--- config.mk ---
export PLATFORM = sky130hd
export DESIGN_NAME = cam_color_stats
export DESIGN_NICKNAME = d
export VERILOG_FILES = /design/src/rtl/cam_color_stats.sv
export SDC_FILE = /design/constraint.sdc
export NUM_CORES = 1
export LEC_CHECK = 0
export ABC_AREA = 0
export BUFFER_PORTS_ARGS = -buffer_cell sky130_fd_sc_hd__buf_2
export CORE_MARGIN = 2
export CORE_UTILIZATION = 35
export CTS_CLUSTER_DIAMETER = 50
export DETAILED_ROUTE_END_ITERATION = 10
export GPL_TIMING_DRIVEN = 1
export PLACE_DENSITY = 0.61
export SLEW_MARGIN = 40
export SYNTH_ARGS = -nofsm -noshare
export SYNTH_HDL_FRONTEND = slang
export SYNTH_SLANG_ARGS = --single-unit
--- constraint.sdc ---
create_clock -name pclk -period 2.4 [get_ports pclk]
set_input_delay 0.48 -clock pclk [delete_from_list [all_inputs] [get_ports pclk]]
set_output_delay 0.48 -clock pclk [all_outputs]
set_load 0.03 [all_outputs]
--- src/rtl/cam_color_stats.sv ---
// Passive colour statistics for one captured frame: classifies each RGB332 pixel
// written to the frame buffer and reports per-class counts plus the dominant colour.
module cam_color_stats #(
    parameter int AW      = 15,
    parameter int NPIX    = 19200,
    parameter int CW      = 15,
    parameter int MIN_CNT = 64
) (
    input  logic          pclk,
    input  logic          rst,
    input  logic          start,
    input  logic          px_wr,
    input  logic [AW-1:0] mem_px_addr,
    input  logic [7:0]    mem_px_data,
    input  logic          frame_error,
    output logic          busy,
    output logic          valid,
    output logic          error,
    output logic [CW-1:0] cnt_red,
    output logic [CW-1:0] cnt_green,
    output logic [CW-1:0] cnt_blue,
    output logic [CW-1:0] cnt_other,
    output logic [1:0]    dominant
);

    typedef enum logic [2:0] {
        S_IDLE,
        S_ARM,
        S_ACC,
        S_DRAIN,
        S_RESULT,
        S_ABORT
    } state_t;

    state_t        state_q;
    logic          start_q, fe_q;
    logic [AW-1:0] last_addr_q, exp_q;
    logic          last_vld_q;
    logic          drain_q;
    logic          busy_q, valid_q, error_q;
    logic [1:0]    dom_q;

    logic          s1_vld_q;
    logic [3:0]    s1_cls_q;
    logic [CW-1:0] red_q, green_q, blue_q, other_q;

    // ---------------------------------------------------------------- classify
    logic [2:0] r_d, g_d;
    logic [1:0] b_d;
    logic       is_red_d, is_green_d, is_blue_d;
    logic [3:0] cls_d;

    always_comb begin
        r_d        = mem_px_data[7:5];
        g_d        = mem_px_data[4:2];
        b_d        = mem_px_data[1:0];
        is_red_d   = (r_d >= 3'd4) && (g_d <= 3'd2) && (b_d <= 2'd1);
        is_green_d = (g_d >= 3'd4) && (r_d <= 3'd2) && (b_d <= 2'd1);
        is_blue_d  = (b_d >= 2'd2) && (r_d <= 3'd2) && (g_d <= 3'd2);
        cls_d      = {~(is_red_d | is_green_d | is_blue_d), is_blue_d, is_green_d, is_red_d};
    end

    // ---------------------------------------------------------------- control decode
    logic start_rise_d, fe_rise_d, px_new_d;
    logic arm_hit_d, acc_ok_d, count_d, clr_d;

    always_comb begin
        start_rise_d = start & ~start_q;
        fe_rise_d    = frame_error & ~fe_q;
        // A held strobe repeats the same address; only the first cycle counts.
        px_new_d     = px_wr && (!last_vld_q || (mem_px_addr != last_addr_q));
        arm_hit_d    = (state_q == S_ARM) && px_new_d && (mem_px_addr == '0);
        acc_ok_d     = (state_q == S_ACC) && px_new_d && !fe_rise_d && (mem_px_addr == exp_q);
        count_d      = arm_hit_d || acc_ok_d;
        clr_d        = (state_q == S_IDLE) && start_rise_d;
    end

    // ---------------------------------------------------------------- result select
    logic [1:0]    win_cls_d, dom_d;
    logic [CW-1:0] win_cnt_d;

    always_comb begin
        win_cls_d = 2'd1;
        win_cnt_d = red_q;
        if ((red_q >= green_q) && (red_q >= blue_q)) begin
            win_cls_d = 2'd1;
            win_cnt_d = red_q;
        end else if (green_q >= blue_q) begin
            win_cls_d = 2'd2;
            win_cnt_d = green_q;
        end else begin
            win_cls_d = 2'd3;
            win_cnt_d = blue_q;
        end
        dom_d = (win_cnt_d >= CW'(MIN_CNT)) ? win_cls_d : 2'd0;
    end

    function automatic logic [CW-1:0] sat_inc(input logic [CW-1:0] v);
        return (&v) ? v : v + 1'b1;
    endfunction

    // ---------------------------------------------------------------- pipeline + counters
    // NOTE: reset is synchronous (sampled on pclk), and all state uses non-blocking
    // assignments so every register sees the pre-edge values of its neighbours.
    always_ff @(posedge pclk) begin
        if (!rst) begin
            s1_vld_q <= 1'b0;
            s1_cls_q <= '0;
            red_q    <= '0;
            green_q  <= '0;
            blue_q   <= '0;
            other_q  <= '0;
        end else begin
            s1_vld_q <= count_d;
            s1_cls_q <= cls_d;
            if (clr_d) begin
                red_q   <= '0;
                green_q <= '0;
                blue_q  <= '0;
                other_q <= '0;
            end else if (s1_vld_q) begin
                if (s1_cls_q[0]) red_q   <= sat_inc(red_q);
                if (s1_cls_q[1]) green_q <= sat_inc(green_q);
                if (s1_cls_q[2]) blue_q  <= sat_inc(blue_q);
                if (s1_cls_q[3]) other_q <= sat_inc(other_q);
            end
        end
    end

    // ---------------------------------------------------------------- FSM
    always_ff @(posedge pclk) begin
        if (!rst) begin
            state_q     <= S_IDLE;
            start_q     <= 1'b0;
            fe_q        <= 1'b0;
            last_addr_q <= '0;
            last_vld_q  <= 1'b0;
            exp_q       <= '0;
            drain_q     <= 1'b0;
            busy_q      <= 1'b0;
            valid_q     <= 1'b0;
            error_q     <= 1'b0;
            dom_q       <= 2'd0;
        end else begin
            start_q <= start;
            fe_q    <= frame_error;
            if (((state_q == S_ARM) || (state_q == S_ACC)) && px_new_d) begin
                last_addr_q <= mem_px_addr;
                last_vld_q  <= 1'b1;
            end

            case (state_q)
                S_IDLE: begin
                    if (start_rise_d) begin
                        state_q    <= S_ARM;
                        busy_q     <= 1'b1;
                        valid_q    <= 1'b0;
                        error_q    <= 1'b0;
                        dom_q      <= 2'd0;
                        last_vld_q <= 1'b0;
                    end
                end
                S_ARM: begin
                    if (arm_hit_d) begin
                        state_q <= S_ACC;
                        exp_q   <= AW'(1);
                    end
                end
                S_ACC: begin
                    // An early address 0 is caught here too: exp_q is never 0 in ACC.
                    if (fe_rise_d || (px_new_d && (mem_px_addr != exp_q))) begin
                        state_q <= S_ABORT;
                    end else if (px_new_d) begin
                        if (exp_q == AW'(NPIX - 1)) begin
                            state_q <= S_DRAIN;
                            drain_q <= 1'b0;
                        end else begin
                            exp_q <= exp_q + 1'b1;
                        end
                    end
                end
                S_DRAIN: begin
                    drain_q <= 1'b1;
                    if (drain_q) state_q <= S_RESULT;
                end
                S_RESULT: begin
                    dom_q   <= dom_d;
                    valid_q <= 1'b1;
                    busy_q  <= 1'b0;
                    state_q <= S_IDLE;
                end
                S_ABORT: begin
                    error_q <= 1'b1;
                    valid_q <= 1'b0;
                    busy_q  <= 1'b0;
                    dom_q   <= 2'd0;
                    state_q <= S_IDLE;
                end
                default: state_q <= S_IDLE;
            endcase
        end
    end

    assign busy      = busy_q;
    assign valid     = valid_q;
    assign error     = error_q;
    assign dominant  = dom_q;
    assign cnt_red   = red_q;
    assign cnt_green = green_q;
    assign cnt_blue  = blue_q;
    assign cnt_other = other_q;

endmodule

==> run_results.csv, run 1 <==
group,metric,value,unit
outcome,outcome,"complete, no violations",
layout,layout.nets,968,
cts,cts_buffer_depth,2,
logic_synthesis,yosysSeqAreaShare,0.3539,
setup_path,crit_path_cell_trace,"xnor2_1, nand4_1, or4_4, buf_4, or2_2, or3b_2, nand2_1, a21oi_1",
logic_synthesis,yosys_register_bits,107,
placed_design,io_buffer_count,91,
routing,wl,16.06,mm
layout,drive_above_1_share,0.2771,
layout,filler_cell_count,1683,
floorplan,start_util,0.3536,
global_routing,grt_overflow,0,
layout,synthToLayoutAreaGrowth,30.58,%
power_and_ir_drop,p_switching,1.005,mW
sta,worstMarginPinSlew,0.5321,ns
cts,clk_latency,0.36,ns
routing,drc,0,
setup_path,cpPeakStageDelay,0.56,ns
global_routing,grt_pass1_vias,5276,
routing,first_iter_violations,219,
cts,cts_root_buf,"clkbuf_16",
setup_path,cp_data_arrival_time,2.56,ns
min_path,hold_path_end,"fe_q$_SDFF_PN0_",
logic_synthesis,synth_nets,784,
global_routing,grt_pass1_wl,25.94,mm
placed_design,hpwl,12.35,mm
logic_synthesis,synth_ff_type,"dfxtp_1",
setup_path,worst_setup_path_start_kind,"register",
global_routing,grt_max_degree,63,
layout,utilization,0.4617,
logic_synthesis,synth_top_area_frac,0.3539,
sta,drv_slew,0,
sta,hold_viol,0,
routing,routed_via_density,5.002,
sta,fin_skew,0.009336,ns
setup_path,worstPathRequired,2.62,ns
setup_path,slowest_stage,"or4_4",
layout,seq_area,2158,um^2
setup_path,r2r_slack,0.06,ns
floorplan,core_area,17120,um^2
setup_path,cp_max_fo,3,
power_and_ir_drop,cell_internal_pwr,2.754,mW
global_routing,grt.total_usage,0.1774,
setup_path,cp-end-kind,"register",
cts,cts_sinks,107,
setup_path,critPathKind,"register to register",
logic_synthesis,synth_area_leaders,"dfxtp_1 35%, ha_1 10%, xnor2_1 7.5%",
logic_synthesis,synth_cell_type_count,57,
run,cap_violations,0,
cts,clkTransAtPathRegs,0.07,ns
setup_path,r2r-start,"exp_q[6]$_SDFFE_PN0P_",
logic_synthesis,syn_area,6052,um^2
floorplan,io_pins,93,
min_path,hold_class,"input pin to register",
cts,htreeDepth,3,
power_and_ir_drop,vdd_ir_drop_max,0.3543,mV
setup_path,worstReg2RegEnd,"drain_q$_SDFFE_PN0P_",
floorplan,die_h,135.5,um
routing,route.vias.total,5602,
routing,wl_per_cell,14.34,um
cts,tritoncts,"done",
sta,min_period,2.341,ns
logic_synthesis,yosys.area.top_type,"dfxtp_1",
logic_synthesis,yosysWarnings,0,
cts,numCtsBuffers,9,
floorplan,chipWidth,135.5,um
routing,drt_first_pass_iters,4,
min_path,hold_start,"frame_error",
layout,multiInputGateArea,3822,um^2
placed_design,dpl.cell_count,1103,
sta,fmax,427.2,MHz
sta,hold_slack,0.3434,ns
power_and_ir_drop,power_frac_comb,0.135,
setup_path,reg2reg_depth,8,
layout,insertedDiodeCount,0,
logic_synthesis,syn_inst,706,
power_and_ir_drop,seq_power_share,0.495,
sta,fin_crit_sh,0.9754,
logic_synthesis,yosysMostFrequentCell,"dfxtp_1",
min_path,min_path_cells,2,
logic_synthesis,synth.avg_cell_area,8.572,um^2
logic_synthesis,synth_common_cells,"107 x dfxtp_1, 100 x nor2_1, 52 x xnor2_1",
power_and_ir_drop,p_leak,3.527,nW
routing,ant_nets,0,
power_and_ir_drop,switching_share,0.2674,
sta,setup-violations-final,0,
floorplan,rows,48,
placed_design,place_congestion,0.8824,
logic_synthesis,ys_async_sr_fraction,0,
sta,maxSlewHeadroom,0.6448,
power_and_ir_drop,power_frac_clock,0.370,
logic_synthesis,synth_edf_count,0,
floorplan,dieArea,18360,um^2
power_and_ir_drop,p_per_area,475.7,nW/um^2
layout,fin_cells,1120,
global_routing,antenna_found_initial,1,
## flip-flops by register name, indices dropped and copies added (netlist names)
register     flops
s1_cls_q         4
dominant         2
error            1
start_q          1
exp_q           15
cnt_other       15
s1_vld_q         1
cnt_green       15
cnt_red         15
cnt_blue        15
fe_q             1
last_vld_q       1
valid            1
drain_q          1
last_addr_q     15
state_q          3
busy             1
## layer usage
metal,share of wire,up-vias,global-route usage
li1,-,2858,-
met1,0.48,2608,0.2366
met2,0.46,112,0.2964
met3,0.037,22,0.02619
met4,0.016,2,0.05498
met5,0.0010,-,0
## cell families after synthesis
group,count (synthesis),synth area share
AND/OR/NAND/NOR,298,0.2539
flip-flops,107,0.3539
AO/OA/AOI/OAI,87,0.09076
XOR/XNOR,87,0.1259
buffers and inverters,56,0.03638
adder cells (fa/ha/maj),50,0.1034
multiplexers,21,0.03576
## metrics by stage
step           setup slack [ns]  area (um^2)  setup TNS [ns]  power [mW]
5_1_grt               -0.007743         7903       -0.009249       3.921
6_report                0.05899         7903               0       3.759
3_3_place_gp            -0.2171         7502          -1.700       2.394
3_5_place_dp            -0.2599         7502          -2.359       2.400
2_1_floorplan         -0.001118         6057       -0.001118       2.204
4_1_cts                0.003289         7799               0       3.803
## how the worst max path moves through the flow
stage,cells past startpoint,start,end
3_5_place_dp,9,mem_px_addr[14],exp_q[13]$_SDFFE_PN0P_
2_1_floorplan,9,cnt_blue[7]$_SDFFE_PP0P_,dominant[0]$_SDFFE_PN0P_
5_1_grt,8,exp_q[8]$_SDFFE_PN0P_,drain_q$_SDFFE_PN0P_
6_report,8,exp_q[6]$_SDFFE_PN0P_,drain_q$_SDFFE_PN0P_
4_1_cts,8,exp_q[14]$_SDFFE_PN0P_,exp_q[13]$_SDFFE_PN0P_
3_3_place_gp,9,mem_px_addr[14],exp_q[13]$_SDFFE_PN0P_
## layout make-up
cell class              instances  area share
inverters                      37     0.01757
clock inverters                 5    0.003800
well taps                     225     0.03562
repair buffers                192      0.1567
flip-flops and latches        107      0.2731
multi-input cells             543      0.4837
clock buffers                  11     0.02945
## what timing repair did
action                                 CTS  global route
setup endpoints to repair                3            10
setup buffers                            0             1
hold buffers                             0             0
cloned                                   0             0
endpoints found under the hold margin    0             0
pin swaps                                2             6
gates resized for setup                  7            22
## critical path, delay by kind of cell (launching register included)
kind | cells | cell delay, ns
AO/OA/AOI/OAI | 1 | 0.05
XOR/XNOR | 1 | 0.15
buffers and inverters | 1 | 0.16
flip-flops | 1 | 0.34
AND/OR/NAND/NOR | 5 | 1.48
## power by group through the flow
stage                     Sequential, mW  Combinational [mW]  Clock (mW)
after floorplan                     1.90               0.305           0
after global placement              1.90               0.492           0
after detailed placement            1.90               0.497           0
after CTS                           1.86               0.500        1.44
after global routing                1.87               0.560        1.49
final                               1.86               0.506        1.39
## layout by cell type (no fill, tap or decap), drive strengths merged, types with 4 or more instances in the layout
| cell type | n |
|---|---|
| or2 | 4 |
| xor2 | 35 |
| nor2 | 100 |
| inv | 37 |
| nand3 | 31 |
| mux2i | 19 |
| dfxtp | 107 |
| nand4 | 24 |
| and3 | 19 |
| nor2b | 5 |
| a211oi | 4 |
| and2 | 4 |
| nand2b | 7 |
| ha | 50 |
| a31oi | 4 |
| and4 | 14 |
| buf | 192 |
| or3 | 7 |
| xnor2 | 52 |
| a21o | 7 |
| nor3 | 20 |
| a21oi | 34 |
| o21ai | 15 |
| nor4 | 15 |
| nand2 | 40 |
| clkbuf | 11 |
No activity file was read; power rests on OpenSTA's default activity.
==> inputs of run 2 (changes only) <==
CORE_ASPECT_RATIO = 2   (was default)
==> run_results.csv, run 2 (synthesis results as in run 1) <==
group,metric,value,unit
outcome,outcome,"complete, no violations",
min_path,min_path_cells,2,
global_routing,grt_overflow,0,
power_and_ir_drop,p_per_area,479.3,nW/um^2
cts,clkTransAtPathRegs,0.07,ns
sta,drv_slew,0,
setup_path,cpPeakStageDelay,0.57,ns
placed_design,io_buffer_count,91,
power_and_ir_drop,power_frac_clock,0.367,
setup_path,cp_max_fo,8,
cts,cts_buffer_depth,2,
setup_path,crit_path_cell_trace,"xnor2_1, nand4_1, or4_4, o21a_4, nor4_4, nand3_1, mux2_1",
routing,drc,0,
setup_path,r2r_slack,0.08,ns
routing,drt_first_pass_iters,4,
routing,wl_per_cell,14.40,um
routing,route.vias.total,5571,
setup_path,slowest_stage,"or4_4",
power_and_ir_drop,p_switching,0.9846,mW
setup_path,worst_setup_path_start_kind,"register",
sta,worstMarginPinSlew,0.4915,ns
placed_design,hpwl,12.23,mm
sta,fin_crit_sh,0.9660,
floorplan,rows,68,
layout,multiInputGateArea,3801,um^2
placed_design,dpl.cell_count,1076,
layout,synthToLayoutAreaGrowth,28.26,%
layout,fin_cells,1092,
cts,clk_latency,0.35,ns
layout,drive_above_1_share,0.2611,
cts,htreeDepth,3,
sta,maxSlewHeadroom,0.6719,
global_routing,antenna_found_initial,1,
routing,ant_nets,0,
sta,tns,0,ns
setup_path,cp_data_arrival_time,2.55,ns
cts,cts_root_buf,"clkbuf_16",
setup_path,r2r-start,"exp_q[0]$_SDFFE_PN0P_",
power_and_ir_drop,seq_power_share,0.502,
sta,hold_viol,0,
routing,routed_via_density,5.102,
layout,seq_area,2151,um^2
setup_path,worstReg2RegEnd,"exp_q[14]$_SDFFE_PN0P_",
setup_path,path_buf_inv,0,
min_path,hold_path_end,"start_q$_SDFF_PN0_",
floorplan,core_area,17100,um^2
floorplan,start_util,0.3539,
min_path,hold_class,"input pin to register",
setup_path,worstPathRequired,2.63,ns
setup_path,cp-end-kind,"register",
setup_path,critPathTopFamily,"simple AND/OR/NAND/NOR gates",
global_routing,grt_pass1_vias,5461,
routing,wl,15.73,mm
setup_path,critPathKind,"register to register",
cts,cts_sinks,107,
layout,filler_cell_count,1696,
sta,fmax,431.3,MHz
power_and_ir_drop,vdd_ir_drop_max,0.3202,mV
cts,ctsHoldBuffers,0,
floorplan,chipWidth,96.98,um
global_routing,grt_pass1_wl,26.53,mm
power_and_ir_drop,cell_internal_pwr,2.736,mW
sta,min_period,2.318,ns
floorplan,dieArea,18420,um^2
run,cap_violations,0,
sta,setup-violations-final,0,
floorplan,io_pins,93,
global_routing,grt_max_degree,63,
min_path,hold_start,"start",
power_and_ir_drop,p_leak,3.450,nW
power_and_ir_drop,switching_share,0.2647,
sta,rsz0062_at_grt,"true",
layout,layout.nets,956,
routing,first_iter_violations,225,
layout,most-common-layout-cells,"100 x nor2_1, 100 x dfxtp_1, 91 x buf_2",
global_routing,grt.total_usage,0.1736,
floorplan,die_h,190.0,um
setup_path,cp.depth,7,
sta,fin_skew,0.005960,ns
setup_path,reg2reg_depth,7,
placed_design,place_congestion,0.8555,
cts,numCtsBuffers,9,
cts,tritoncts,"done",
power_and_ir_drop,power_frac_comb,0.131,
==> run 2: cell types whose count changed in the layout (fill, tap and decap cells not counted), moves of 2 or more <==
cell / before / now
dfxtp_2: 13 / 7
inv_2: 1 / 3
dfxtp_1: 94 / 100
buf_4: 99 / 87
inv_1: 36 / 34
nor3_2: 1 / 4
nor3_1: 19 / 16
clkbuf_1: 2 / 0
==> run 2: cell type report <==
| class | instances | area share |
|---|---|---|
| multi-input cells | 543 | 0.4897 |
| flip-flops and latches | 107 | 0.2771 |
| repair buffers | 180 | 0.1480 |
| well taps | 210 | 0.03385 |
| clock buffers | 9 | 0.02901 |
| inverters | 37 | 0.01789 |
| clock inverters | 5 | 0.004191 |
| diodes | 1 | 0.0003224 |
==> run 2: per-stage QoR <==
| stage | total power, mW | hold slack [ns] | instance area (um^2) | util | setup WS [ns] |
|---|---|---|---|---|---|
| 6_report | 3.720 | 0.3434 | 7762 | 0.4539 | 0.08165 |
| 5_1_grt | 3.893 | 0.3363 | 7762 | 0.4539 | -0.02909 |
| 4_1_cts | 3.763 | 0.3285 | 7685 | 0.4494 | 0.01242 |
| 3_5_place_dp | 2.388 | 0.4551 | 7393 | 0.4323 | -0.2746 |
| 3_3_place_gp | 2.380 | 0.4473 | 7393 | 0.4323 | -0.2221 |
| 2_1_floorplan | 2.204 | 0.4318 | 6057 | - | -0.001118 |
==> run 2: power groups by stage <==
stage                     Combinational, mW  Sequential [mW]  Clock [mW]
after floorplan                       0.305             1.90           0
after global placement                0.473             1.91           0
after detailed placement              0.479             1.91           0
after CTS                             0.485             1.87        1.41
after global routing                  0.538             1.88        1.48
final                                 0.488             1.87        1.36
==> run 2: timing repair <==
action,CTS,global route
setup endpoints to repair,2,7
endpoints found under the hold margin,0,0
buffers inserted,0,1
resized for setup,6,14
pin swaps,1,8
==> run 2: how the worst max path moves through the flow <==
stage | start | endpoint | slack, ns
floorplan | cnt_blue[7]$_SDFFE_PP0P_ | dominant[0]$_SDFFE_PN0P_ | -0.001
CTS | cnt_green[5]$_SDFFE_PP0P_ | dominant[0]$_SDFFE_PN0P_ | 0.01
global placement | mem_px_addr[7] | exp_q[14]$_SDFFE_PN0P_ | -0.22
finish | exp_q[0]$_SDFFE_PN0P_ | exp_q[14]$_SDFFE_PN0P_ | 0.08
detailed placement | mem_px_addr[12] | exp_q[14]$_SDFFE_PN0P_ | -0.27
global route | cnt_green[4]$_SDFFE_PP0P_ | dominant[0]$_SDFFE_PN0P_ | -0.03
==> run 2: per-layer routing <==
layer / part of all wire / vias up / track usage
met5: 0 / - / 0
met4: 0.014 / 0 / 0.05146
met3: 0.042 / 12 / 0.03049
met2: 0.47 / 124 / 0.2861
met1: 0.47 / 2592 / 0.2322
li1: - / 2843 / -
